File: config.mk
export PLATFORM = sky130hd
export DESIGN_NAME = ext_reg_req_ctrl
export DESIGN_NICKNAME = d
export VERILOG_FILES = /design/src/rtl/ext_reg_req_ctrl.sv
export SDC_FILE = /design/constraint.sdc
export NUM_CORES = 1
export LEC_CHECK = 0
export CORE_MARGIN = 2
export CORE_UTILIZATION = 40
export CTS_BUF_LIST = sky130_fd_sc_hd__clkbuf_4
export CTS_CLUSTER_DIAMETER = 80
export DETAILED_ROUTE_END_ITERATION = 7
export HOLD_SLACK_MARGIN = 0.08
export PLACE_DENSITY = 0.94
export SYNTH_ARGS = -nofsm -noshare
export SYNTH_HDL_FRONTEND = slang
export SYNTH_SLANG_ARGS = --single-unit
File: constraint.sdc
create_clock -name clk -period 3.4 [get_ports clk]
set_input_delay 0.68 -clock clk [delete_from_list [all_inputs] [get_ports clk]]
set_output_delay 0.68 -clock clk [all_outputs]
set_load 0.05 [all_outputs]
File: src/rtl/ext_reg_req_ctrl.sv
// Request sequencer between a CPU access port and one external register.
// Optional hung-target timeout: define EXT_REQ_TIMEOUT_EN.
module ext_reg_req_ctrl #(
  parameter int WIDTH    = 32,
  parameter int SUBWORDS = 1,
  parameter int SEL_W    = (SUBWORDS > 1) ? $clog2(SUBWORDS) : 1,
  parameter int TIMEOUT  = 16
) (
  input  logic                clk,
  input  logic                rst,
  input  logic                cpu_req_valid_i,
  output logic                cpu_req_ready_o,
  input  logic                cpu_req_is_wr_i,
  input  logic [SEL_W-1:0]    cpu_sel_i,
  input  logic [WIDTH-1:0]    cpu_wr_data_i,
  input  logic [WIDTH-1:0]    cpu_wr_biten_i,
  output logic                cpu_rsp_valid_o,
  output logic [WIDTH-1:0]    cpu_rsp_rd_data_o,
  output logic                cpu_rsp_err_o,
  output logic [SUBWORDS-1:0] ext_req_o,
  output logic                ext_req_is_wr_o,
  output logic [WIDTH-1:0]    ext_wr_data_o,
  output logic [WIDTH-1:0]    ext_wr_biten_o,
  input  logic                ext_rd_ack_i,
  input  logic [WIDTH-1:0]    ext_rd_data_i,
  input  logic                ext_wr_ack_i
);

  typedef enum logic [1:0] {IDLE, REQ, WAIT, RESP} state_e;

  localparam logic [SEL_W:0] SEL_LIM = (SEL_W+1)'(SUBWORDS);

  state_e              state_q, state_d;
  logic                ready_q, ready_d;
  logic                rsp_valid_q, rsp_valid_d;
  logic [WIDTH-1:0]    rsp_rd_data_q, rsp_rd_data_d;
  logic                rsp_err_q, rsp_err_d;
  logic [SUBWORDS-1:0] ext_req_q, ext_req_d;
  logic                is_wr_q, is_wr_d;
  logic [WIDTH-1:0]    wr_data_q, wr_data_d;
  logic [WIDTH-1:0]    wr_biten_q, wr_biten_d;
  logic                sel_oob, ack_match, timeout;

  assign sel_oob   = {1'b0, cpu_sel_i} >= SEL_LIM;
  assign ack_match = is_wr_q ? ext_wr_ack_i : ext_rd_ack_i;

`ifdef EXT_REQ_TIMEOUT_EN
  localparam int CNT_W = $clog2(TIMEOUT + 1);
  logic [CNT_W-1:0] cnt_q, cnt_d;

  // Counter reads k on the k-th WAIT cycle, so expiry lands where an ack
  // TIMEOUT cycles after ext_req would.
  assign timeout = (state_q == WAIT) && (cnt_q == CNT_W'(TIMEOUT));

  always_comb begin
    cnt_d = cnt_q;
    if (state_q == REQ)
      cnt_d = CNT_W'(1);
    else if (state_q == WAIT && cnt_q != CNT_W'(TIMEOUT))
      cnt_d = cnt_q + 1'b1;
  end

  always_ff @(posedge clk) begin
    if (!rst) cnt_q <= '0;
    else      cnt_q <= cnt_d;
  end
`else
  assign timeout = 1'b0;
`endif

  always_comb begin
    state_d       = state_q;
    rsp_valid_d   = 1'b0;
    rsp_rd_data_d = '0;
    rsp_err_d     = 1'b0;
    ext_req_d     = '0;
    is_wr_d       = is_wr_q;
    wr_data_d     = wr_data_q;
    wr_biten_d    = wr_biten_q;
    case (state_q)
      IDLE: begin
        if (cpu_req_valid_i && ready_q) begin
          if (sel_oob) begin
            state_d     = RESP;
            rsp_valid_d = 1'b1;
            rsp_err_d   = 1'b1;
          end else begin
            state_d    = REQ;
            ext_req_d  = SUBWORDS'(1) << cpu_sel_i;
            is_wr_d    = cpu_req_is_wr_i;
            wr_data_d  = cpu_wr_data_i;
            wr_biten_d = cpu_wr_biten_i;
          end
        end
      end
      REQ, WAIT: begin
        if (ack_match) begin
          state_d       = RESP;
          rsp_valid_d   = 1'b1;
          rsp_rd_data_d = is_wr_q ? '0 : ext_rd_data_i;
        end else if (timeout) begin
          state_d     = RESP;
          rsp_valid_d = 1'b1;
          rsp_err_d   = 1'b1;
        end else begin
          state_d = WAIT;
        end
      end
      RESP: begin
        state_d    = IDLE;
        is_wr_d    = 1'b0;
        wr_data_d  = '0;
        wr_biten_d = '0;
      end
      default: state_d = IDLE;
    endcase
    ready_d = (state_d == IDLE);
  end

  always_ff @(posedge clk) begin
    if (!rst) begin
      state_q       <= IDLE;
      ready_q       <= 1'b0;
      rsp_valid_q   <= 1'b0;
      rsp_rd_data_q <= '0;
      rsp_err_q     <= 1'b0;
      ext_req_q     <= '0;
      is_wr_q       <= 1'b0;
      wr_data_q     <= '0;
      wr_biten_q    <= '0;
    end else begin
      state_q       <= state_d;
      ready_q       <= ready_d;
      rsp_valid_q   <= rsp_valid_d;
      rsp_rd_data_q <= rsp_rd_data_d;
      rsp_err_q     <= rsp_err_d;
      ext_req_q     <= ext_req_d;
      is_wr_q       <= is_wr_d;
      wr_data_q     <= wr_data_d;
      wr_biten_q    <= wr_biten_d;
    end
  end

  assign cpu_req_ready_o   = ready_q;
  assign cpu_rsp_valid_o   = rsp_valid_q;
  assign cpu_rsp_rd_data_o = rsp_rd_data_q;
  assign cpu_rsp_err_o     = rsp_err_q;
  assign ext_req_o         = ext_req_q;
  assign ext_req_is_wr_o   = is_wr_q;
  assign ext_wr_data_o     = wr_data_q;
  assign ext_wr_biten_o    = wr_biten_q;

endmodule

# After elaboration in Yosys (flattened, before gate mapping)
# Cells that the tools add are included.
# Widths: inputs -> output; s select.
# classes
addsub,0
n_mul,0
n_div,0
order_cmp,1
n_eq_ne,5
shifts,1
n_mux,18
bitwise_logic,5
n_reduce_logical,9
# ops
op,count
$mux 32,4
$pmux 32 s2,2
$reduce_or 4->1,2
$mux 1,7
$pmux 2 s3,1
$not 1->1,5
$eq 2x2->1 const B,2
$logic_not 2->1,2
$mux 2,2
$ne 2x2->1 const B,2
$pmux 1 s2,2
$reduce_and 3->1,1
$eq 2x1->1 const B,1
$reduce_and 2->1,1
$reduce_bool 2->1,1
$reduce_or 2->1,1
$ge 1x1->1 const B,1
$logic_and 1x1->1,1
$shl 1x1->1 const A,1
# totals
register_bits,103
latchBits,0
ramBits,0
mem_bits_ro,0
input_bits,103
out_inout_bits,101
wordCells,48
memories,0

# Longest topological paths before layout
# Gate-level depths: netlist (run 1).
# logic_depth
word_depth,5
depth_mapped,7
ltp_nobuf,5

# Worst setup path before layout (run 1)
# Ideal clock, no wire load.
# synth_timing
path_type,flip-flop to flip-flop
start,"register ready_q, in the netlist cpu_req_ready_o"
end,"register wr_biten_q[10], in the netlist ext_wr_biten_o[10]"
setup_ns,0.117
arrival_ns,1.663
required_ns,3.283
slack_ns,1.620
path_stages_with_launch,6
n_path_buf,2
period_less_slack_ns,1.780
path_cell_list,dfxtp_1 > nand2_1 > o311a_1 > buf_6 > buf_6 > a22o_1
# synth_via
elab_chain_cells,3
# synth_lines
element,line_no,source
from (decl),34,"logic ready_q, ready_d;"
from (signal assigned),133,ready_q <= ready_d;
$logic_and 1x1->1,82,if (cpu_req_valid_i && ready_q) begin
$ne 2x2->1 (no line),n/a,
$reduce_and 3->1 (no line),n/a,
to (signal assigned),140,wr_biten_q <= wr_biten_d;
to (decl),41,"logic [WIDTH-1:0] wr_biten_q, wr_biten_d;"
# Every way passes these cells.
# A chain may end at the register's enable or synchronous reset.

# Worst setup path in the final report (run 1)
# layout_timing
start,"register is_wr_q, in the netlist ext_req_is_wr_o"
end,output ext_req_is_wr_o
# layout_rtl
element,line_no,source
from (decl),39,"logic is_wr_q, is_wr_d;"
from (signal assigned),138,is_wr_q <= is_wr_d;
to (decl),21,"output logic ext_req_is_wr_o,"
# No word-level cell between the ends.

==> results of run 1 <==
-- layout by cell type, fill, tap and decap left out, types with 2 or more instances in the layout --
cell type | Yosys | final
and2_1 | 32 | 32
dfxtp_1 | 103 | 103
clkdlybuf4s50_1 | 0 | 203
nand3_1 | 2 | 2
inv_1 | 3 | 3
buf_4 | 5 | 2
clkinv_4 | 0 | 3
ha_1 | 3 | 3
a22o_1 | 65 | 65
clkbuf_4 | 0 | 9
a21oi_1 | 3 | 3
nand2_1 | 2 | 2
-- Yosys cell counts --
library cell / n / area [µm²]
dfxtp_1: 103 / 2062
a22o_1: 65 / 569.3
and2_1: 32 / 200.2
buf_6: 6 / 67.56
buf_4: 5 / 37.54
clkbuf_1: 5 / 18.77
a21oi_1: 3 / 15.01
ha_1: 3 / 37.54
inv_1: 3 / 11.26
buf_2: 2 / 10.01
nand2_1: 2 / 7.510
nand3_1: 2 / 10.01
a41o_1: 1 / 10.01
and4b_1: 1 / 10.01
inv_2: 1 / 3.750
mux2_2: 1 / 11.26
mux2i_1: 1 / 10.01
nand2b_1: 1 / 6.260
nand3b_1: 1 / 7.510
nor2_1: 1 / 3.750
nor3_1: 1 / 5.000
nor3b_1: 1 / 7.510
o21ai_0: 1 / 5.000
o22ai_1: 1 / 6.260
o311a_1: 1 / 10.01
or2_2: 1 / 6.260
-- power by group through the flow --
stage	Clock [mW]	Sequential [mW]	Combinational [mW]
after floorplan	0	1.84	0.225
after global placement	0	1.42	1.02
after detailed placement	0	1.42	1.05
after CTS	0.590	1.40	1.05
after global routing	0.637	1.41	1.09
final	0.561	1.40	1.04
-- flip-flops by register name, indices dropped and copies added (netlist names) --
register,count
cpu_req_ready_o,1
cpu_rsp_err_o,1
cpu_rsp_rd_data_o,32
cpu_rsp_valid_o,1
ext_req_is_wr_o,1
ext_req_o,1
ext_wr_biten_o,32
ext_wr_data_o,32
state_q,2
-- stage by stage --
stage	power, mW	std cells
final	3.002	551
after global routing	3.144	551
after CTS	3.038	551
after detailed placement	2.470	535
after global placement	2.445	535
after floorplan	2.070	245
-- kinds of logic (layout without fill, tap and decap cells) --
kind of cell / count (synthesis) / after routing
flip-flops: 103 / 103
AO/OA/AOI/OAI: 72 / 72
AND/OR/NAND/NOR: 43 / 43
buffers and inverters: 22 / 226
adder cells (fa/ha/maj): 3 / 3
multiplexers: 2 / 2
-- metal layers --
metal / vias to the layer above / part of all wire
met5: - / 0
met4: 0 / 0.013
met3: 10 / 0.11
met2: 142 / 0.48
met1: 1217 / 0.39
li1: 1275 / -
-- path summary, 6_finish.rpt --
| path | start | to |
|---|---|---|
| worst max-delay path | ext_req_is_wr_o | ext_req_is_wr_o |
| worst min-delay path | ext_wr_biten_o[31] | ext_wr_biten_o[31] |
| worst max register to register | state_q[1] | ext_wr_data_o[27] |
| worst min register to register | ext_wr_biten_o[31] | ext_wr_biten_o[31] |
-- cell type report --
class | count | area, µm² | share of cell area
sequential | 103 | 2062 | 0.3862
tap | 102 | 127.6 | 0.02390
clock inverter | 7 | 55.05 | 0.01031
timing repair buffer | 206 | 2067 | 0.3872
inverter | 4 | 15.01 | 0.002812
clock buffer | 9 | 67.56 | 0.01266
multi-input combinational | 120 | 944.7 | 0.1769
==> flow_summary.toml, run 1 <==
[worst_setup_path]
reg2regPathDepth = 6
cp_slowest_cell = "clkdlybuf4s50_1"
critical_path.n_buffers_inverters = 1
path_max_fanout = 4
criticalPathCategory = "flop to output port"
cp_top_family = "buffers and inverters"
required_ns = 2.72
worst_ep_arrival_time_ns = 1.67
critical_path_depth = 1
timing.reg2reg.setup_slack_ns = 1.57
cp_cell_sequence = "clkdlybuf4s50_1"
critical_path_start_type = "flop"
timing.critical_path.to_type = "output port"
timing.critical_path.slowest_cell_delay_ns = 0.84

[die]
boundaryPins = 204
num_rows = 32
fp.dieArea_mm2 = 0.008599
chipWidth_um = 92.73
die_h_um = 92.73
start_util = 0.4097
core-area_mm2 = 0.007687

[synthesis]
post_synthesis_share_of_cell_area_spent_on_and_or_nand_and_nor_gates = 0.08383
synth-seq-area-share = 0.6547
postSynthAreaPerCell_um2 = 12.85
synth_compound_area_frac = 0.1955
synth.ff_latch_count = 103
synthXorXnorAreaFrac = 0
syn-instance-count = 245
synth_cell_type_count = 26
muxShareOfSynthArea = 0.006754
yosys_warnings = 0
combinational_family_with_the_most_area_after_synthesis = "compound AO/OA/AOI/OAI gates"
syn-cell-area_mm2 = 0.003149
post_synth_fa_ha_maj_area_fraction = 0.01192
synth_fp_nets = 351

[clocking]
insertion_delay_ns = 0.43
h-tree-depth = 3
cts_made_buffers = 9
cts.path.max_buffers = 2
clock-root-buffer = "clkbuf_4"
clkTransAtPathRegs_ns = 0.15
cts.sinks = 103
tritoncts_clock_tree = "done"
post_cts.repair.setup_buffers = 0
ctsResizeCount = 0
cts_hold_repair.buffers = 0

[detailed_routing]
avgViaCountPerCell = 4.799
post_drt_wl_per_cell_um = 15.59
dr_total_vias = 2644
wl_um = 8588
detailedRoute.firstPassIterationCount = 4
postRouteAntennaNets = 0
drt_iter0_markers = 100
post-route-drc-count = 0

[sta]
rsz_0062_raised_after_global_routing = "false"
worst_slew_pin_slew_ns = 0.7833
totalNegativeSetupSlack_ns = 0
timing.final.ws_setup_ns = 1.053
final_setup_violation_count = 0
finalCriticalPeriod_ns = 2.347
fmax_ghz = 0.4262
final.hold.worst_slack_ns = 0.4960
post-route-period-util = 0.6902
maxSlewHeadroom = 0.4774
clock_skew_ns = 0.02306
final_hold_viols = 0
timing_max_transition_violations_final = 0

[global_route]
global_route.overflow_total = 0
grt_pass1_wl_um = 13180
antenna_found_initial = 0
globalRouteTotalUtil = 0.1962
grt.busiest_layer = "met2"
grt_pass1_vias = 2633
gr-usage-met3 = 0.09276
gr-usage-met1 = 0.2184
global_route.usage.met2 = 0.3333
grt_max_degree = 52

[outcome]
status = "finished clean"

[power]
power.net_switching_mw = 1.101
worst_ir_drop_vdd_mv = 0.2982
internal-power_mw = 1.901
power.clock.fraction = 0.187
p_leak_nw = 2.072
powerDensity_mw_per_mm2 = 562.3
power.share.switching = 0.3667
power_frac_comb = 0.347
power.sequential.fraction = 0.466

[hold_path]
hold_class = "flop to flop"
whs_path_depth = 1

[placed_design]
preCtsSetupSlack_ns = 0.9382
gp_routability_congestion = 0.7007
post-dp-hpwl_um = 6550
port-buffer-count = 203
place_area_mm2 = 0.005216

[run]
maxCapViolations = 0

[finish]
final_standard_cell_utilization_of_the_core = 0.6945
insertedDiodeCount = 0
layout.filler_cells = 575
finish.instance_area_mm2 = 0.005339
layout.nets = 550
synthToLayoutAreaGrowth_pct = 69.53
layout-drive-gt1-share = 0.05122
Power figures use the tool's default switching activity.
==> inputs of run 2 (changes only) <==
--- a/config.mk
+++ b/config.mk
@@ -6,12 +6,12 @@
 export NUM_CORES = 1
 export LEC_CHECK = 0
 export CORE_MARGIN = 2
-export CORE_UTILIZATION = 40
+export CORE_UTILIZATION = 37
 export CTS_BUF_LIST = sky130_fd_sc_hd__clkbuf_4
 export CTS_CLUSTER_DIAMETER = 80
 export DETAILED_ROUTE_END_ITERATION = 7
 export HOLD_SLACK_MARGIN = 0.08
-export PLACE_DENSITY = 0.94
+export PLACE_DENSITY = 0.88
 export SYNTH_ARGS = -nofsm -noshare
 export SYNTH_HDL_FRONTEND = slang
 export SYNTH_SLANG_ARGS = --single-unit
==> constraint.sdc (replaced) <==
create_clock -name clk -period 2.2 [get_ports clk]
set_input_delay 0.44 -clock clk [delete_from_list [all_inputs] [get_ports clk]]
set_output_delay 0.44 -clock clk [all_outputs]
set_load 0.05 [all_outputs]
==> run 2 against run 1 <==
Effect of this change:
- sequential share of layout area down 0.46 points
- via count grew 0.49%
- final cell count grew 0.91%
- flip-flop and latch count did not move
- global-route usage shrank 2.4 points
- clock skew shrank 0.015 ns
- non-clock buffer count up 3
- first-iteration DRC count fell by 48%
- combinational power rose by 56%
- worst hold slack lost 0.0024 ns
- critical path depth unchanged
- wire length fell by 2.3%
- largest power group unchanged
- highest routed layer unchanged
==> flow_summary.toml, run 2 (synthesis gave the netlist of run 1 again) <==
[die]
start_util = 0.3833
die_h_um = 96.26
num_rows = 33
core-area_mm2 = 0.008217
fp.dieArea_mm2 = 0.009266
chipWidth_um = 96.26
boundaryPins = 204

[worst_setup_path]
regToRegEndpoint = "ext_wr_biten_o[7]"
timing.critical_path.to_type = "output port"
critical_path.n_buffers_inverters = 1
path_max_fanout = 3
timing.critical_path.slowest_cell_delay_ns = 0.83
reg2regPathDepth = 6
cp_cell_sequence = "clkdlybuf4s50_1"
critical_path_start_type = "flop"
cp_top_family = "buffers and inverters"
timing.reg2reg.setup_slack_ns = 0.52
cp_slowest_cell = "clkdlybuf4s50_1"
worst_ep_arrival_time_ns = 1.63
crit_path_start = "cpu_req_ready_o"
required_ns = 1.76
regToRegStartpoint = "state_q[1]"
criticalPathCategory = "flop to output port"

[sta]
post-route-period-util = 0.9426
clock_skew_ns = 0.008193
worst_slew_pin_slew_ns = 0.5393
maxSlewHeadroom = 0.6393
final_hold_viols = 0
fmax_ghz = 0.4822
timing.final.ws_setup_ns = 0.1264
final_setup_violation_count = 0
totalNegativeSetupSlack_ns = 0
rsz_0062_raised_after_global_routing = "false"
finalCriticalPeriod_ns = 2.074
timing_max_transition_violations_final = 0
final.hold.worst_slack_ns = 0.4936

[detailed_routing]
post_drt_wl_per_cell_um = 15.09
avgViaCountPerCell = 4.779
drt_iter0_markers = 52
postRouteAntennaNets = 0
post-route-drc-count = 0
detailedRoute.firstPassIterationCount = 4
wl_um = 8392
dr_total_vias = 2657

[placed_design]
preCtsSetupSlack_ns = 0.1717
post-dp-hpwl_um = 6430
gp_routability_congestion = 0.7008
place.detailed.instances = 541
port-buffer-count = 203

[finish]
leading_cell_type_in_the_layout_fill_and_taps_excluded = "clkdlybuf4s50_1"
synthToLayoutAreaGrowth_pct = 71.55
layout.filler_cells = 626
layout-drive-gt1-share = 0.05765
insertedDiodeCount = 0
layout.nets = 553
layout_common_cells = "clkdlybuf4s50_1, dfxtp_1, a22o_1, and2_1, clkbuf_4"
instances_no_fill = 556

[global_route]
grt_max_degree = 49
global_route.overflow_total = 0
globalRouteTotalUtil = 0.1720
grt_pass1_vias = 2569
grt_pass1_wl_um = 12030
antenna_found_initial = 0

[power]
post-layout-total-power_mw = 4.829
p_leak_nw = 2.121
power.sequential.fraction = 0.446
worst_ir_drop_vdd_mv = 0.4418
powerDensity_mw_per_mm2 = 893.9
power.share.switching = 0.3424
power_frac_comb = 0.335
power.net_switching_mw = 1.653
internal-power_mw = 3.176
power.clock.fraction = 0.219

[clocking]
cts.sinks = 103
cts_hold_repair.buffers = 0
clock-root-buffer = "clkbuf_4"
cts.path.max_buffers = 2
cts_made_buffers = 9
clkTransAtPathRegs_ns = 0.14
h-tree-depth = 3
tritoncts_clock_tree = "done"
insertion_delay_ns = 0.43

[outcome]
status = "finished clean"

[hold_path]
min_delay_worst_endpoint = "ext_wr_biten_o[29]"
hold_class = "flop to flop"
whs_path_depth = 1
hp-start = "ext_wr_biten_o[29]"

[run]
maxCapViolations = 0
[run 2: cell count changes in the layout (fill, tap and decap cells not counted)]
cell,before,now
clkinv_1,1,0
inv_8,1,0
dlymetal6s2s_1,0,1
clkinv_4,3,1
clkbuf_4,9,10
buf_4,2,5
clkdlybuf4s50_1,203,202
bufinv_16,0,2
[run 2: final cells by class]
class / count / area [µm²] / share of cell area
clock inverters: 5 / 82.58 / 0.01528
clock buffers: 10 / 75.07 / 0.01390
repair buffers: 209 / 2092 / 0.3872
multi-input cells: 120 / 944.7 / 0.1748
flip-flops and latches: 103 / 2062 / 0.3817
well taps: 105 / 131.4 / 0.02432
inverters: 4 / 15.01 / 0.002779
[run 2: timing repair]
action / in CTS / in global routing
setup buffers: 0 / 0
setup endpoints to repair: 0 / 1
resized for setup: 0 / 1
[run 2: routing by layer]
layer,vias up,part of all wire,global-route usage
met3,12,0.13,0.09084
met5,-,0,0
met1,1231,0.36,0.1726
met4,0,0.020,0.07500
met2,135,0.49,0.2951
li1,1279,-,-
[run 2: power by group through the flow]
stage | Sequential (mW) | Combinational [mW] | Clock (mW)
finish | 2.16 | 1.62 | 1.06
global route | 2.18 | 1.71 | 1.17
CTS | 2.16 | 1.63 | 1.10
detailed placement | 2.20 | 1.63 | 0
global placement | 2.19 | 1.60 | 0
floorplan | 2.85 | 0.348 | 0
[run 2: worst reg2reg max path, stage by stage (launching register included)]
cell and delay (ns):
dfxtp_1 0.36, inv_1 0.11, ha_1 0.22, inv_2 0.04, o311a_2 0.40, buf_12 0.19, a22o_1 0.28
[run 2: worst max-delay path by stage]
stage	end	slack [ns]	depth (start not counted)
4_1_cts	ext_req_is_wr_o	0.05	1
3_5_place_dp	ext_wr_biten_o[11]	0.17	5
5_1_grt	cpu_req_ready_o	0.04	1
3_3_place_gp	ext_wr_biten_o[25]	0.26	5
2_1_floorplan	ext_wr_biten_o[10]	0.42	5
6_report	cpu_req_ready_o	0.13	1
[run 2: metrics by stage]
step	cell area [µm²]	utilization
finish	5403	0.6575
CTS	5400	0.6572
global route	5403	0.6575
global placement	5243	0.6380
floorplan	3149	-
detailed placement	5243	0.6380
